**src/rtl/fp_sort_pipe_pkg.sv**
```systemverilog
// Shared definitions for the FP adder operand-ordering stage.
// Holds the default field widths, the compare-mode encodings and helpers that
// locate the sign/exponent/mantissa fields inside a packed operand word
// {sign, exponent, mantissa}.
package fp_add_pkg;

    localparam int EXP_W_DEF = 8;
    localparam int MAN_W_DEF = 28;

    // Compare-mode encodings
    localparam int CMP_MAN_ONLY = 0;
    localparam int CMP_FULL     = 1;

    function automatic int sign_idx(input int exp_w, input int man_w);
        return exp_w + man_w;
    endfunction

    function automatic int exp_hi(input int exp_w, input int man_w);
        return exp_w + man_w - 1;
    endfunction

    function automatic int exp_lo(input int man_w);
        return man_w;
    endfunction

    function automatic int man_hi(input int man_w);
        return man_w - 1;
    endfunction

endpackage

```
**src/rtl/fp_mag_cmp.sv**
```systemverilog
// Combinational unsigned magnitude comparator.
// Ports:
//   key_a, key_b : compare keys (KEY_W bits, unsigned)
//   ge           : key_a >= key_b
//   eq           : key_a == key_b
module fp_mag_cmp #(
    parameter int KEY_W = 28
) (
    input  logic [KEY_W-1:0] key_a,
    input  logic [KEY_W-1:0] key_b,
    output logic             ge,
    output logic             eq
);

    assign ge = (key_a >= key_b);
    assign eq = (key_a == key_b);

endmodule

```
**src/rtl/fp_sort_pipe.sv**
```systemverilog
// Two-stage elastic operand-ordering stage for the FP adder.
// S1 captures the operand fields, the effective B sign, the magnitude compare
// result and the eq/effective-subtract flags; S2 registers the swapped
// larger/smaller outputs. Back-pressure from out_ready propagates to in_ready.
// Ports:
//   clk, rst            : clock, asynchronous active-high reset
//   in_valid/in_ready   : input handshake for NA, NB, op
//   NA, NB              : packed operands {sign, exponent, mantissa}
//   op                  : 0 = A+B, 1 = A-B
//   out_valid/out_ready : output handshake
//   Comp                : 1 when |A| >= |B| (no swap)
//   SL, SS              : effective signs of larger / smaller operand
//   EO                  : result exponent
//   ML, MS              : mantissas of larger / smaller operand
//   eff_sub, eq_mag     : effective subtraction, exact magnitude tie
module fp_sort_pipe
    import fp_add_pkg::*;
#(
    parameter  int EXP_W    = EXP_W_DEF,
    parameter  int MAN_W    = MAN_W_DEF,
    parameter  int CMP_MODE = CMP_MAN_ONLY,
    localparam int W        = 1 + EXP_W + MAN_W
) (
    input  logic             clk,
    input  logic             rst,
    input  logic             in_valid,
    output logic             in_ready,
    input  logic [W-1:0]     NA,
    input  logic [W-1:0]     NB,
    input  logic             op,
    output logic             out_valid,
    input  logic             out_ready,
    output logic             Comp,
    output logic             SL,
    output logic             SS,
    output logic [EXP_W-1:0] EO,
    output logic [MAN_W-1:0] ML,
    output logic [MAN_W-1:0] MS,
    output logic             eff_sub,
    output logic             eq_mag
);

    localparam int S_IDX = sign_idx(EXP_W, MAN_W);
    localparam int E_HI  = exp_hi(EXP_W, MAN_W);
    localparam int E_LO  = exp_lo(MAN_W);
    localparam int M_HI  = man_hi(MAN_W);
    localparam int KEY_W = (CMP_MODE == CMP_FULL) ? EXP_W + MAN_W : MAN_W;

    // ---------------- field extraction and compare ----------------
    logic             sa, sb_eff;
    logic [EXP_W-1:0] exp_a, exp_b;
    logic [MAN_W-1:0] man_a, man_b;
    logic [KEY_W-1:0] key_a, key_b;
    logic             key_ge, key_eq;

    assign sa     = NA[S_IDX];
    assign sb_eff = NB[S_IDX] ^ op;
    assign exp_a  = NA[E_HI:E_LO];
    assign exp_b  = NB[E_HI:E_LO];
    assign man_a  = NA[M_HI:0];
    assign man_b  = NB[M_HI:0];

    if (CMP_MODE == CMP_FULL) begin : g_key_full
        assign key_a = {exp_a, man_a};
        assign key_b = {exp_b, man_b};
    end else begin : g_key_man
        assign key_a = man_a;
        assign key_b = man_b;
    end

    fp_mag_cmp #(
        .KEY_W (KEY_W)
    ) u_cmp (
        .key_a (key_a),
        .key_b (key_b),
        .ge    (key_ge),
        .eq    (key_eq)
    );

    // ---------------- handshake ----------------
    logic s1_valid_q, s1_valid_d;
    logic out_valid_q, out_valid_d;
    logic s2_load, in_fire;

    always_comb begin
        s2_load     = s1_valid_q && (!out_valid_q || out_ready);
        in_ready    = !s1_valid_q || s2_load;
        in_fire     = in_valid && in_ready;
        // S1 stays full when it is refilled in the same cycle it advances
        s1_valid_d  = in_fire || (s1_valid_q && !s2_load);
        out_valid_d = s2_load || (out_valid_q && !out_ready);
    end

    // ---------------- stage 1 registers ----------------
    logic             s1_sa_q, s1_sb_q, s1_comp_q, s1_eq_q, s1_sub_q;
    logic [EXP_W-1:0] s1_expa_q, s1_expb_q;
    logic [MAN_W-1:0] s1_mana_q, s1_manb_q;

    // ---------------- stage 2 next values (swap) ----------------
    logic             sl_d, ss_d;
    logic [EXP_W-1:0] eo_d;
    logic [MAN_W-1:0] ml_d, ms_d;

    always_comb begin
        sl_d = s1_comp_q ? s1_sa_q   : s1_sb_q;
        ss_d = s1_comp_q ? s1_sb_q   : s1_sa_q;
        ml_d = s1_comp_q ? s1_mana_q : s1_manb_q;
        ms_d = s1_comp_q ? s1_manb_q : s1_mana_q;
        // Pre-aligned operands share an exponent, so A's is always the result
        eo_d = (CMP_MODE == CMP_MAN_ONLY || s1_comp_q) ? s1_expa_q : s1_expb_q;
    end

    logic             comp_q, sl_q, ss_q, sub_q, eq_q;
    logic [EXP_W-1:0] eo_q;
    logic [MAN_W-1:0] ml_q, ms_q;

    always_ff @(posedge clk or posedge rst) begin
        if (rst) begin
            s1_valid_q  <= 1'b0;
            out_valid_q <= 1'b0;
            s1_sa_q     <= 1'b0;
            s1_sb_q     <= 1'b0;
            s1_comp_q   <= 1'b0;
            s1_eq_q     <= 1'b0;
            s1_sub_q    <= 1'b0;
            s1_expa_q   <= '0;
            s1_expb_q   <= '0;
            s1_mana_q   <= '0;
            s1_manb_q   <= '0;
            comp_q      <= 1'b0;
            sl_q        <= 1'b0;
            ss_q        <= 1'b0;
            sub_q       <= 1'b0;
            eq_q        <= 1'b0;
            eo_q        <= '0;
            ml_q        <= '0;
            ms_q        <= '0;
        end else begin
            s1_valid_q  <= s1_valid_d;
            out_valid_q <= out_valid_d;
            if (in_fire) begin
                s1_sa_q   <= sa;
                s1_sb_q   <= sb_eff;
                s1_comp_q <= key_ge;
                s1_eq_q   <= key_eq;
                s1_sub_q  <= sa ^ sb_eff;
                s1_expa_q <= exp_a;
                s1_expb_q <= exp_b;
                s1_mana_q <= man_a;
                s1_manb_q <= man_b;
            end
            if (s2_load) begin
                comp_q <= s1_comp_q;
                sl_q   <= sl_d;
                ss_q   <= ss_d;
                sub_q  <= s1_sub_q;
                eq_q   <= s1_eq_q;
                eo_q   <= eo_d;
                ml_q   <= ml_d;
                ms_q   <= ms_d;
            end
        end
    end

    assign out_valid = out_valid_q;
    assign Comp      = comp_q;
    assign SL        = sl_q;
    assign SS        = ss_q;
    assign EO        = eo_q;
    assign ML        = ml_q;
    assign MS        = ms_q;
    assign eff_sub   = sub_q;
    assign eq_mag    = eq_q;

endmodule

```
**config.mk**
```make
export PLATFORM = sky130hd
export DESIGN_NAME = fp_sort_pipe
export DESIGN_NICKNAME = d
export VERILOG_FILES = /design/src/rtl/fp_sort_pipe_pkg.sv /design/src/rtl/fp_mag_cmp.sv /design/src/rtl/fp_sort_pipe.sv
export SDC_FILE = /design/constraint.sdc
export NUM_CORES = 1
export LEC_CHECK = 0
export ABC_CLOCK_PERIOD_IN_PS = 8800
export CORE_ASPECT_RATIO = 0.8
export CORE_UTILIZATION = 54
export CTS_BUF_LIST = sky130_fd_sc_hd__clkbuf_16
export DETAILED_ROUTE_END_ITERATION = 16
export HOLD_SLACK_MARGIN = 0.03
export PLACE_DENSITY = 0.84
export SLEW_MARGIN = 20
export SYNTH_ARGS = -nofsm -noshare
export SYNTH_HDL_FRONTEND = slang
export SYNTH_SLANG_ARGS = --single-unit
export TNS_END_PERCENT = 100
```
**constraint.sdc**
```tcl
create_clock -name clk -period 8.8 [get_ports clk]
set_input_delay 1.76 -clock clk [delete_from_list [all_inputs] [get_ports clk]]
set_output_delay 1.76 -clock clk [all_outputs]
set_load 0.02 [all_outputs]
```
; ---- Yosys cells after proc, flatten, opt, wreduce, memory -nomap -nowiden
; Cells that the tools add are included.
[word_totals]
word_cells = 38
ff_bits = 140
n_memories = 0
rom_bits = 0
mem_bits_rw = 0
latchBits = 0
[classes]
mux = 4
reduce_logical = 12
order_cmp = 1
shift = 0
n_bitwise = 2
n_div = 0
eq_ne = 1
n_addsub = 0
mul = 0
[ops]
columns = cell, n
row1 = 2-to-1 mux 28 bit, 2
row2 = equality test 28 bit, 1
row3 = greater-or-equal comparator 28 bit, 1
row4 = logical AND 1 bit, 4
row5 = zero test 1 bit, 4
row6 = logical OR 1 bit, 4
row7 = 2-to-1 mux 1 bit, 2
row8 = bitwise XOR 1 bit, 2

; ---- Logic depth before layout (Yosys ltp)
[depth]
word_depth = 6
ltp_mapped = 7
depth_no_buf = 7

; ---- Cells and area by module
; Synthesis repeated with hierarchy kept, for this count alone.
[hier_totals]
cells_unflattened = 538
hier_area_um2 = 6716.4
[modules_own_cells]
columns = mod, cells_each, seq_area_each_um2, area_each_um2, instances
row1 = fp_sort_pipe, 444, 3503.4, 5994.5, 1
row2 = fp_mag_cmp, 94, 0.0, 721.9, 1

; ---- Least setup slack after synthesis
; Ideal clock, no wire load.
[synth_timing]
path_kind = in2out
from = input port out_ready
to = output port in_ready
stages = 1
path_slack_ns = 5.085
t_required_ns = 7.040
path_buffers = 0
arrival_time_ns = 1.955
path_cell_list = nand3b_4
[synth_via]
elab_chain_len = 3
[synth_rtl]
columns = element, line_no
row1 = start: declaration, fp_sort_pipe.sv:32  ; input logic out_ready,
row2 = logical OR 1 bit, fp_sort_pipe.sv:86  ; s2_load = s1_valid_q && (!out_valid_q || out_ready);
row3 = logical AND 1 bit, fp_sort_pipe.sv:86
row4 = logical OR 1 bit, fp_sort_pipe.sv:87  ; in_ready = !s1_valid_q || s2_load;
row5 = end: declaration, fp_sort_pipe.sv:27  ; output logic in_ready,
; Every way passes these cells.

; ---- Final worst setup path
; Ends and elaborated chain as after synthesis.

==> qor.json <==
{
  "layout.nets": {"value": 798},
  "latest_clock_arrival_within_the_worst_skew_pair": {"value": 410, "unit": "ps"},
  "chipWidth": {"value": 124, "unit": "µm"},
  "route.antenna.remaining_nets": {"value": 0},
  "initial_core_utilization": {"value": 55.5, "unit": "%"},
  "cts_buffers": {"value": 17},
  "timing.critical_path.slowest_stage_cell": {"value": "clkdlybuf4s50_1"},
  "portBuffers": {"value": 141},
  "worstHoldPathCells": {"value": 2},
  "synth.ff_latch_count": {"value": 140},
  "worstSetupPathDepth": {"value": 3},
  "postSynth.asyncResetShare": {"value": 100, "unit": "%"},
  "path_delay_family": {"value": "buffers and inverters"},
  "timing.setup.critical_path_class": {"value": "input port to primary output"},
  "fin_crit_sh": {"value": 54.8, "unit": "%"},
  "finalInstanceArea": {"value": 8510, "unit": "µm²"},
  "fin_setup_tns": {"value": 0, "unit": "ps"},
  "grt_setup_unrepaired": {"value": "no"},
  "cp_cell_sequence": {"value": "clkdlybuf4s50_1 -> nand3b_4 -> clkdlybuf4s50_1"},
  "min_period": {"value": 4820, "unit": "ps"},
  "crit_path_start_kind": {"value": "input port"},
  "grt_first_pass_wirelength": {"value": 22800, "unit": "µm"},
  "drv_slew": {"value": 0},
  "power_frac_comb": {"value": 25.0, "unit": "%"},
  "worst_setup_hold_path_clk_slew": {"value": 50, "unit": "ps"},
  "achievable_freq": {"value": 0.208, "unit": "GHz"},
  "syn_to_final_growth": {"value": 33.0, "unit": "%"},
  "largest_net_degree_at_the_start_of_global_routing": {"value": 100},
  "power.leakage": {"value": 3.93, "unit": "nW"},
  "clock_root_buffer": {"value": "clkbuf_16"},
  "seqPwrFrac": {"value": 39.6, "unit": "%"},
  "post-cts-setup-buffers": {"value": 0},
  "path_max_fanout": {"value": 4},
  "yosysSeqAreaShare": {"value": 54.8, "unit": "%"},
  "min-delay-path-class": {"value": "register to register"},
  "detail_route.first_pass.iterations": {"value": 6},
  "cellInternalPower": {"value": 0.00158, "unit": "W"},
  "drv_cap": {"value": 0},
  "die_height": {"value": 99.4, "unit": "µm"},
  "boundary_pins": {"value": 150},
  "yosys_warnings": {"value": 0},
  "arrival_worst_endpoint": {"value": 3060, "unit": "ps"},
  "max_slew.worst_pin.slew": {"value": 1060, "unit": "ps"},
  "synth_enable_flop_cells": {"value": 0},
  "ir_drop": {"value": 0.180, "unit": "mV"},
  "number_of_instances_in_the_synthesized_netlist": {"value": 559},
  "wl": {"value": 14200, "unit": "µm"},
  "final_hold_viol_count": {"value": 0},
  "cts_sinks": {"value": 140},
  "num_antenna_cells": {"value": 0},
  "fin_total_pwr": {"value": 0.00222, "unit": "W"},
  "overflow": {"value": 0},
  "synth_cell_type_count": {"value": 36},
  "cp.required": {"value": 7040, "unit": "ps"},
  "core_area": {"value": 11500, "unit": "µm²"},
  "drive_above_1_share": {"value": 11.5, "unit": "%"},
  "gp_routability_congestion": {"value": 0.770},
  "rr_worst_depth": {"value": 4},
  "ys_dominant_reg_cell": {"value": "dfrtp_1"},
  "routed_wire_length_per_instance": {"value": 16.6, "unit": "µm"},
  "setup_viol_count_final": {"value": 0},
  "first_global_vias": {"value": 4734},
  "fin_skew": {"value": 11.8, "unit": "ps"},
  "power_density_normalized_to_cell_area": {"value": 261, "unit": "nW/µm²"},
  "slew-limit-headroom": {"value": 29.5, "unit": "%"},
  "hold_ws": {"value": 478, "unit": "ps"},
  "post_cts_resized": {"value": 0},
  "initial_antenna_violation_count": {"value": 0},
  "hpwl": {"value": 9260, "unit": "µm"},
  "mappedNetlistNets": {"value": 666},
  "switchingPower": {"value": 0.000639, "unit": "W"},
  "critical_path.most_common_cell": {"value": "clkdlybuf4s50_1"},
  "crit_path_end_kind": {"value": "primary output"},
  "synth_area": {"value": 6400, "unit": "µm²"},
  "outcome": {"value": "complete, no violations"},
  "drc_errors": {"value": 0},
  "synth_largest_area_cell": {"value": "dfrtp_1"},
  "grt.total_usage": {"value": 24.6, "unit": "%"},
  "dieArea": {"value": 12300, "unit": "µm²"},
  "synthDominantCellAreaShare": {"value": 54.8, "unit": "%"},
  "via_count": {"value": 4593},
  "switching_share": {"value": 28.8, "unit": "%"},
  "syn_area_per_cell": {"value": 11.4, "unit": "µm²"},
  "htree_levels": {"value": 4},
  "p_clk_share": {"value": 35.4, "unit": "%"},
  "routed_via_density": {"value": 5.40},
  "cts.hold.buffers_added": {"value": 0},
  "synth_area_leaders": {"value": "dfrtp_1 55%, mux2i_1 9.1%, mux2_2 7.6%, o21ai_0 6.0%, ha_1 5.5%"},
  "clock_tree_from_tritoncts": {"value": "yes"},
  "std_cell_rows": {"value": 35},
  "cts_max_path_buffers": {"value": 2},
  "placement.cell_area": {"value": 7850, "unit": "µm²"},
  "timing.critical_path.slowest_cell_delay": {"value": 630, "unit": "ps"},
  "detail_route.iter0.violations": {"value": 179},
  "cp.buffers_inverters": {"value": 2}
}
-- per-stage QoR --
step | utilization, % | cells | worst slack (ps)
global route | 73.9 | 851 | 3950
floorplan | - | 559 | 3290
CTS | 73.8 | 851 | 4010
detailed placement | 68.1 | 820 | 4010
global placement | 68.1 | 820 | 4050
finish | 73.9 | 851 | 3980
-- worst register-to-register path, stage by stage, from the launching register on --
cell and delay, ps:
dfrtp_1 420, nand2b_1 150, nand2_4 450, buf_4 670, mux2_2 450
-- layer usage --
layer	part of all wire, %	routed length (µm)	track usage (%)	vias up
met3	5.6	793	6.19	18
met4	0.95	134	7.78	0
met5	0	0	0	-
met2	49	7000	40.8	119
li1	-	-	-	2197
met1	44	6240	31.6	2259
-- power by group through the flow --
stage	sequential [W]	clock (W)	combinational [W]
global route	0.000897	0.000824	0.000604
finish	0.000879	0.000786	0.000556
global placement	0.000876	0	0.000537
CTS	0.000880	0.000795	0.000562
floorplan	0.000950	0	0.000224
detailed placement	0.000888	0	0.000553
-- path summary, 6_finish.rpt --
path | from | endpoint | slack [ps]
min in group asynchronous | rst | eo_d[0] | 1810
worst max-delay path | out_ready | in_ready | 3980
worst min register to register | ML[3] | ML[3] | 480
worst max register to register | out_valid | EO[6] | 6570
max in group asynchronous | rst | MS[11] | 5680
worst min-delay path | ML[3] | ML[3] | 480
-- final cells by class --
cell class,count,area (µm²)
inverter,29,114
timing repair buffer,143,1430
clock buffer,17,425
sequential,140,3510
tap,148,185
multi-input combinational,360,2620
fill,769,3010
clock inverter,14,226
-- synthesized netlist by cell type, types with 3 or more instances --
cell type  instances
o21ai_1           13
ha_1              28
nand4_1            5
nand3_1            4
clkbuf_1           6
a21oi_1           10
buf_2             12
o21ai_0           77
buf_4              5
nand2b_1           3
buf_6              4
mux2i_1           58
buf_1              3
nand2_1           91
mux2_2            43
mux2_1             6
dfrtp_1          140
inv_1             29
-- kinds of logic after synthesis --
group | share of synthesized area (%)
flip-flops | 54.8
multiplexers | 17.7
buffers and inverters | 4.46
AND/OR/NAND/NOR | 7.96
AO/OA/AOI/OAI | 9.37
adder cells (fa/ha/maj) | 5.48
XOR/XNOR | 0.274
-- cells in the final DEF, fill, tap and decap left out, drive strengths merged, types with 6 or more instances in the layout --
master         instances
clkinv                 7
mux2i                 58
clkbuf                17
a21oi                 10
o21ai                 90
clkdlybuf4s50        141
dfrtp                140
inv                   30
bufinv                 6
mux2                  49
ha                    28
nand2                 93
-- sequential cells by signal, indices dropped and copies added (netlist names) --
| signal | cells |
|---|---|
| ML | 28 |
| MS | 28 |
| s1_mana_q | 28 |
| s1_manb_q | 28 |
| EO | 8 |
| eo_d | 8 |
| Comp | 1 |
| SL | 1 |
| SS | 1 |
| eff_sub | 1 |
| eq_mag | 1 |
| out_valid | 1 |
| s1_comp_q | 1 |
| s1_eq_q | 1 |
| s1_sa_q | 1 |
| s1_sb_q | 1 |
| s1_sub_q | 1 |
| s1_valid_q | 1 |
(Power assumes the default switching activity.)
